[config.mk]
export PLATFORM = sky130hd
export DESIGN_NAME = serial_adder_ctrl_flat
export DESIGN_NICKNAME = d
export VERILOG_FILES = /design/src/rtl/serial_adder_ctrl_if.sv /design/src/rtl/serial_adder_ctrl.sv /design/src/flat_wrapper.sv
export SDC_FILE = /design/constraint.sdc
export NUM_CORES = 1
export LEC_CHECK = 0
export ABC_CLOCK_PERIOD_IN_PS = 1600
export BUFFER_PORTS_ARGS = -buffer_cell sky130_fd_sc_hd__buf_4
export CAP_MARGIN = 10
export CORE_ASPECT_RATIO = 0.75
export CORE_UTILIZATION = 52
export DETAILED_ROUTE_END_ITERATION = 12
export PLACE_DENSITY = 0.77
export SYNTH_ARGS = -nofsm -noshare
export SYNTH_HDL_FRONTEND = slang
export SYNTH_SLANG_ARGS = --single-unit
[constraint.sdc]
create_clock -name clk -period 1.6 [get_ports clk]
set_input_delay 0.08 -clock clk [delete_from_list [all_inputs] [get_ports clk]]
set_output_delay 0.08 -clock clk [all_outputs]
set_load 0.01 [all_outputs]
[src/rtl/serial_adder_ctrl_if.sv]
// Operand/result handshake bundle for serial_adder_ctrl.
// SERIAL_ADDER_SUB_EN adds the sub request bit.
interface serial_adder_ctrl_if #(
    parameter int WIDTH = 8
);
    logic             in_valid;
    logic             in_ready;
    logic [WIDTH-1:0] a;
    logic [WIDTH-1:0] b;
    logic             carry_in;
`ifdef SERIAL_ADDER_SUB_EN
    logic             sub;
`endif
    logic             out_valid;
    logic             out_ready;
    logic [WIDTH-1:0] sum;
    logic             carry_out;
    logic             busy;

    modport master (
        output in_valid, a, b, carry_in,
`ifdef SERIAL_ADDER_SUB_EN
        output sub,
`endif
        output out_ready,
        input  in_ready, out_valid, sum, carry_out, busy
    );

    modport slave (
        input  in_valid, a, b, carry_in,
`ifdef SERIAL_ADDER_SUB_EN
        input  sub,
`endif
        input  out_ready,
        output in_ready, out_valid, sum, carry_out, busy
    );
endinterface

[src/rtl/serial_adder_ctrl.sv]
// Bit-serial adder: one full-adder slice iterated WIDTH times, LSB first.
// Define SERIAL_ADDER_SUB_EN to add a - b via the sub request bit.
module serial_adder_ctrl #(
    parameter int WIDTH = 8
) (
    input logic               clk,
    input logic               rst_n,
    serial_adder_ctrl_if.slave bus
);
    localparam int CW = (WIDTH > 1) ? $clog2(WIDTH) : 1;

    typedef enum logic [1:0] {
        S_IDLE = 2'd0,
        S_ADD  = 2'd1,
        S_DONE = 2'd2
    } state_e;

    state_e           state_q, state_d;
    logic [WIDTH-1:0] a_sh_q, a_sh_d;
    logic [WIDTH-1:0] b_sh_q, b_sh_d;
    logic [WIDTH-1:0] res_q, res_d;
    logic [CW-1:0]    cnt_q, cnt_d;
    logic             c_q, c_d;
    logic             co_q, co_d;
    logic             in_ready_q, in_ready_d;
    logic             out_valid_q, out_valid_d;
    logic             busy_q, busy_d;

    logic             bit_s;
    logic             carry_s;
    logic             last_s;
    logic [WIDTH-1:0] b_load;
    logic             c_load;

    assign bit_s   = a_sh_q[0] ^ b_sh_q[0] ^ c_q;
    assign carry_s = (a_sh_q[0] & b_sh_q[0])
                   | (c_q & (a_sh_q[0] ^ b_sh_q[0]));
    assign last_s  = (cnt_q == CW'(WIDTH - 1));

`ifdef SERIAL_ADDER_SUB_EN
    // Subtract as a + ~b + 1; carry_out then reads as "no borrow".
    assign b_load = bus.sub ? ~bus.b : bus.b;
    assign c_load = bus.sub | bus.carry_in;
`else
    assign b_load = bus.b;
    assign c_load = bus.carry_in;
`endif

    always_comb begin
        state_d     = state_q;
        a_sh_d      = a_sh_q;
        b_sh_d      = b_sh_q;
        res_d       = res_q;
        cnt_d       = cnt_q;
        c_d         = c_q;
        co_d        = co_q;
        in_ready_d  = in_ready_q;
        out_valid_d = out_valid_q;
        busy_d      = busy_q;
        case (state_q)
            S_IDLE: begin
                if (bus.in_valid && in_ready_q) begin
                    a_sh_d     = bus.a;
                    b_sh_d     = b_load;
                    c_d        = c_load;
                    cnt_d      = '0;
                    state_d    = S_ADD;
                    in_ready_d = 1'b0;
                    busy_d     = 1'b1;
                end
            end
            S_ADD: begin
                a_sh_d = a_sh_q >> 1;
                b_sh_d = b_sh_q >> 1;
                res_d  = {bit_s, res_q[WIDTH-1:1]};
                c_d    = carry_s;
                cnt_d  = cnt_q + 1'b1;
                if (last_s) begin
                    co_d        = carry_s;
                    state_d     = S_DONE;
                    busy_d      = 1'b0;
                    out_valid_d = 1'b1;
                end
            end
            S_DONE: begin
                if (out_valid_q && bus.out_ready) begin
                    state_d     = S_IDLE;
                    out_valid_d = 1'b0;
                    in_ready_d  = 1'b1;
                end
            end
            default: begin
                state_d     = S_IDLE;
                in_ready_d  = 1'b1;
                out_valid_d = 1'b0;
                busy_d      = 1'b0;
            end
        endcase
    end

    always_ff @(posedge clk or negedge rst_n) begin
        if (!rst_n) begin
            state_q     <= S_IDLE;
            a_sh_q      <= '0;
            b_sh_q      <= '0;
            res_q       <= '0;
            cnt_q       <= '0;
            c_q         <= 1'b0;
            co_q        <= 1'b0;
            in_ready_q  <= 1'b1;
            out_valid_q <= 1'b0;
            busy_q      <= 1'b0;
        end else begin
            state_q     <= state_d;
            a_sh_q      <= a_sh_d;
            b_sh_q      <= b_sh_d;
            res_q       <= res_d;
            cnt_q       <= cnt_d;
            c_q         <= c_d;
            co_q        <= co_d;
            in_ready_q  <= in_ready_d;
            out_valid_q <= out_valid_d;
            busy_q      <= busy_d;
        end
    end

    assign bus.in_ready  = in_ready_q;
    assign bus.out_valid = out_valid_q;
    assign bus.busy      = busy_q;
    assign bus.sum       = res_q;
    assign bus.carry_out = co_q;
endmodule

[src/flat_wrapper.sv]
// flat-port wrapper written by rule: the top's interface ports become plain ports
module serial_adder_ctrl_flat 
#(
    parameter int WIDTH = 8
)
  (clk, rst_n, bus_in_valid, bus_a, bus_b, bus_carry_in, bus_out_ready, bus_in_ready, bus_out_valid, bus_sum, bus_carry_out, bus_busy);
  serial_adder_ctrl_if #(.WIDTH(WIDTH)) bus_i ();
  input logic clk;
  input logic rst_n;
  input wire logic [$bits(bus_i.in_valid)-1:0] bus_in_valid;
  input wire logic [$bits(bus_i.a)-1:0] bus_a;
  input wire logic [$bits(bus_i.b)-1:0] bus_b;
  input wire logic [$bits(bus_i.carry_in)-1:0] bus_carry_in;
  input wire logic [$bits(bus_i.out_ready)-1:0] bus_out_ready;
  output wire logic [$bits(bus_i.in_ready)-1:0] bus_in_ready;
  output wire logic [$bits(bus_i.out_valid)-1:0] bus_out_valid;
  output wire logic [$bits(bus_i.sum)-1:0] bus_sum;
  output wire logic [$bits(bus_i.carry_out)-1:0] bus_carry_out;
  output wire logic [$bits(bus_i.busy)-1:0] bus_busy;
  assign bus_i.in_valid = bus_in_valid;
  assign bus_i.a = bus_a;
  assign bus_i.b = bus_b;
  assign bus_i.carry_in = bus_carry_in;
  assign bus_i.out_ready = bus_out_ready;
  assign bus_in_ready = bus_i.in_ready;
  assign bus_out_valid = bus_i.out_valid;
  assign bus_sum = bus_i.sum;
  assign bus_carry_out = bus_i.carry_out;
  assign bus_busy = bus_i.busy;
  serial_adder_ctrl #(.WIDTH(WIDTH)) u_core (.clk(clk), .rst_n(rst_n), .bus(bus_i));
endmodule
Word-level counts from Yosys, hierarchy flattened --
Cells that the tools add are included.
Word-level totals: logic and storage cells 56, output and inout bits 12, bits of input ports 21, register bits 34
Cells by class: add/subtract/negate cells 1, bitwise logic cells 8, reduce and logical (&&, ||, !) cells 10, multiplexer cells 21, equal/unequal tests 6
Operators with widths (number):
- case mux 8 bit (2 select lines) | 2
- 2-to-1 mux 8 bit | 2
- AND reduction 3 bit | 4
- case mux 1 bit (3 select lines) | 3
- 2-to-1 mux 1 bit | 7
- 2-to-1 mux 2 bit | 3
- inequality test 2 x 1 -> 1 bit, second input constant | 3
- case mux 2 bit (3 select lines) | 1
- case mux 3 bit (2 select lines) | 1
- AND reduction 2 bit | 2
- adder 3 x 1 -> 3 bit, second input constant | 1
- == test 3 bit, second input constant | 1
- 2-to-1 mux 3 bit | 1
- NOT 1 bit | 3
- bitwise AND 1 bit | 2
- == test 2 x 1 -> 1 bit, second input constant | 1
- == test 2 bit, second input constant | 1
- logical AND 1 bit | 2
- zero test 2 bit | 1
- case mux 1 bit (2 select lines) | 1
- nonzero test 2 bit | 1
- bitwise XOR 1 bit | 2
- OR 1 bit | 1

Logic depth before layout (Yosys ltp) --
depth in word-level cells 4, depth in mapped cells 5, gate-level depth less buffers 4

Worst setup path before layout --
OpenSTA, ideal clock, no wires.
path kind register to register, start register u_core.cnt_q[0], end register u_core.co_q (netlist: u_core.bus.carry_out), setup slack 332 ps, setup time 127 ps, buffers on the path 0, period minus slack after synthesis 1268 ps, stages on the path, launching flop included 5, required time 1473 ps, data arrival time 1140 ps, cells stage by stage dfrtp_1 ha_1 ha_1 nand2_1 mux2_1
On the way: cells in the longest elaborated chain, start to end 2
Ends and longest elaborated chain:
- start: declaration | line serial_adder_ctrl.sv:22 | logic [CW-1:0] cnt_q, cnt_d;
- start signal: assignment | line serial_adder_ctrl.sv:118 | cnt_q <= cnt_d;
- == test 3 bit | line serial_adder_ctrl.sv:38 | assign last_s = (cnt_q == CW'(WIDTH - 1));
- AND reduction 2 bit (no line)
- end signal: assignment | line serial_adder_ctrl.sv:120 | co_q <= co_d;
- end: declaration | line serial_adder_ctrl.sv:24 | logic co_q, co_d;
Every way passes these cells. A chain may end at the register's enable or synchronous reset.

Worst setup path in the final report --
Ends and elaborated chain as after synthesis.

==> impl_metrics.json <==
{
  "status": "finished, final reports clean",
  "clockRootBuffer": "clkbuf_8",
  "synth-main-ff-cell": "dfrtp_1",
  "fmax_mhz": 738,
  "clock-sinks": 34,
  "grt_max_degree": 35,
  "clkTransAtPathRegs_ns": 0.07,
  "area_growth_pct": 26.1,
  "startpoint_type": "flip-flop",
  "fin_nets": 225,
  "cellPowerDensity_nw_per_um2": 1770,
  "cts_buffers": 5,
  "ys_async_sr_fraction": 1.00,
  "syn_avg_cell_area_um2": 9.13,
  "syn_nets": 187,
  "drv_cap": 0,
  "clk_path_buf_depth": 2,
  "dr.first_iter.drc_count": 73,
  "synth_area_leader_cell": "dfrtp_1",
  "p_leak_uw": 0.000959,
  "place_area_um2": 1770,
  "fin_skew_ns": 0.00936,
  "synthTopCellsByArea": "dfrtp_1, nand2_1, a21oi_1, nor2_1, buf_2",
  "coreArea_um2": 2660,
  "slew_viol_final": 0,
  "synth_area_um2": 1490,
  "first_pass_iters": 5,
  "setup_viol": 0,
  "post-route-util": 0.705,
  "power.total_uw": 3320,
  "min_period_ns": 1.36,
  "crit_type": "flip-flop to flip-flop",
  "crit_slowest_cell": "dfrtp_1",
  "synth_seq_area_share": 0.572,
  "htreeDepth": 2,
  "hold_violations": 0,
  "crit_path_cell_trace": "ha_1 > ha_1 > nand2_1 > mux2_1",
  "hold_ws_ns": 0.0370,
  "irDropWorstVdd_v": 0.000838,
  "viasPerCell": 5.30,
  "max_slew.worst_pin.slew_ns": 0.419,
  "dp_hpwl_um": 2160,
  "cts_tree": "built",
  "cpPeakStageDelay_ns": 0.41,
  "ant_nets": 0,
  "wirelength_um": 3070,
  "yosysTopAreaCellShare": 0.555,
  "synth_common_cells": "nand2_1, a21oi_1, dfrtp_1, nor2_1, buf_2",
  "slew_headroom": 0.721,
  "num_antenna_cells": 0,
  "crit_arrival_ns": 1.53,
  "min_path_type": "primary input to flip-flop",
  "io_pins": 33,
  "critPathCaptureType": "flip-flop",
  "ys_warn_count": 0,
  "finish.instance_area_um2": 1880,
  "post_cts_buffers": 0,
  "worstSkewPairLatency_ns": 0.28,
  "grt_pass1_wl_um": 5270,
  "crit_top_cell": "ha_1",
  "die_w_um": 63.8,
  "rsz0062_at_grt": "no",
  "path_max_fanout": 4,
  "drive_above_1_share": 0.233,
  "synth_most_common_cell": "nand2_1",
  "initial_core_util": 0.559,
  "numPortBuffers": 32,
  "antenna_found_initial": 0,
  "grt_pass1_vias": 1183,
  "place.gp.congestion": 0.745,
  "period_share": 0.847,
  "overflow": 0,
  "num_rows": 16,
  "routedWlPerCell_um": 12.9,
  "fillers": 212,
  "worstPathRequired_ns": 1.77,
  "finalSetupTns_ns": 0,
  "vias": 1262,
  "fp.dieH_um": 48.3,
  "synthCells": 163,
  "synth_seq_cells": 34,
  "ys_types": 25,
  "cpLargestDelayFamily": "adder cells",
  "route.detailed.drc": 0,
  "cts_resized": 0,
  "track_usage": 0.227,
  "die-area_um2": 3080,
  "synth_edf_count": 0,
  "cp_num_buf_inv": 0
}
==> power by group <==
group / switching, µW / internal [µW]
logic: 668 / 553
clock network: 296 / 347
registers: 241 / 1220
==> final timing paths <==
| check | from | endpoint | slack (ns) | depth (start not counted) |
|---|---|---|---|---|
| setup reg to reg | u_core.cnt_q[0]$_DFFE_PN0P_ | u_core.bus.carry_out$_DFFE_PN0P_ | 0.24 | 4 |
| min in group asynchronous | rst_n | u_core.bus.sum[6]$_DFFE_PN0P_ | 0.27 | 2 |
| setup / recovery | u_core.cnt_q[0]$_DFFE_PN0P_ | u_core.bus.carry_out$_DFFE_PN0P_ | 0.24 | 4 |
| max in group asynchronous | rst_n | u_core.bus.in_ready$_DFFE_PN1P_ | 1.00 | 2 |
| hold reg to reg | u_core.bus.sum[0]$_DFFE_PN0P_ | u_core.bus.sum[0]$_DFFE_PN0P_ | 0.49 | 2 |
| hold / removal | bus_a[7] | u_core.a_sh_q[7]$_DFFE_PN0P_ | 0.04 | 2 |
==> cell usage in the layout (no fill, tap or decap) <==
cell and instances:
and3_1 1, buf_4 39, and2b_1 1, ha_1 2
o2bb2ai_1 1, o22ai_1 1, mux2_1 1, o21ai_0 3
clkbuf_1 1, nand2b_1 1, inv_1 2, and3b_1 1
a31oi_1 1, nor2_1 17, dfrtp_1 33, clkbuf_8 6
nand2_1 46, fa_1 1, nand3_1 3, a21oi_1 33
dlygate4sd3_1 2, clkinv_2 1, a31o_1 1, a21o_1 1
nand3b_1 2, dfstp_2 1
==> layout make-up <==
class                   instances  area, µm²  area share
clock buffers                   7       86.3      0.0460
well taps                      36       45.0      0.0240
flip-flops and latches         34        852       0.454
multi-input cells             117        569       0.303
clock inverters                 1       5.00     0.00266
repair buffers                 41        313       0.167
inverters                       2       7.51     0.00400
==> sequential cells by signal, indices dropped and copies added, names as in the netlist <==
| name | cells |
|---|---|
| u_core.a_sh_q | 8 |
| u_core.b_sh_q | 8 |
| u_core.bus.busy | 1 |
| u_core.bus.carry_out | 1 |
| u_core.bus.in_ready | 1 |
| u_core.bus.out_valid | 1 |
| u_core.bus.sum | 8 |
| u_core.c_q | 1 |
| u_core.cnt_q | 3 |
| u_core.state_q | 2 |
==> metrics by stage <==
stage                     std cells  setup slack (ns)
after floorplan                 163             0.332
after global placement          228             0.296
after detailed placement        228             0.244
after CTS                       238             0.232
after global routing            238             0.171
final                           238             0.244
==> routing by layer <==
metal / vias up / part of all wire / routed length [µm] / global-route usage
met4: 0 / 0.018 / 54 / 0.0795
met2: 37 / 0.47 / 1450 / 0.372
met5: - / 0 / 0 / 0
met3: 9 / 0.051 / 155 / 0.0590
li1: 615 / - / - / -
met1: 601 / 0.46 / 1400 / 0.292
==> repair_timing <==
action / 4_1_cts / 5_1_grt
hold endpoints to repair: 34 / 0
endpoints found under the setup margin: 0 / 0
hold buffers: 2 / 0
==> cells by family (layout without fill, tap and decap cells) <==
family                   after synthesis  count (layout)  share of synthesized area
AO/OA/AOI/OAI                         41              41                      0.146
adder cells (fa/ha/maj)                3               3                     0.0302
flip-flops                            34              34                      0.572
buffers and inverters                 12              51                     0.0454
AND/OR/NAND/NOR                       72              72                      0.198
multiplexers                           1               1                    0.00756
Note: power is estimated with default switching activity, not from simulation.
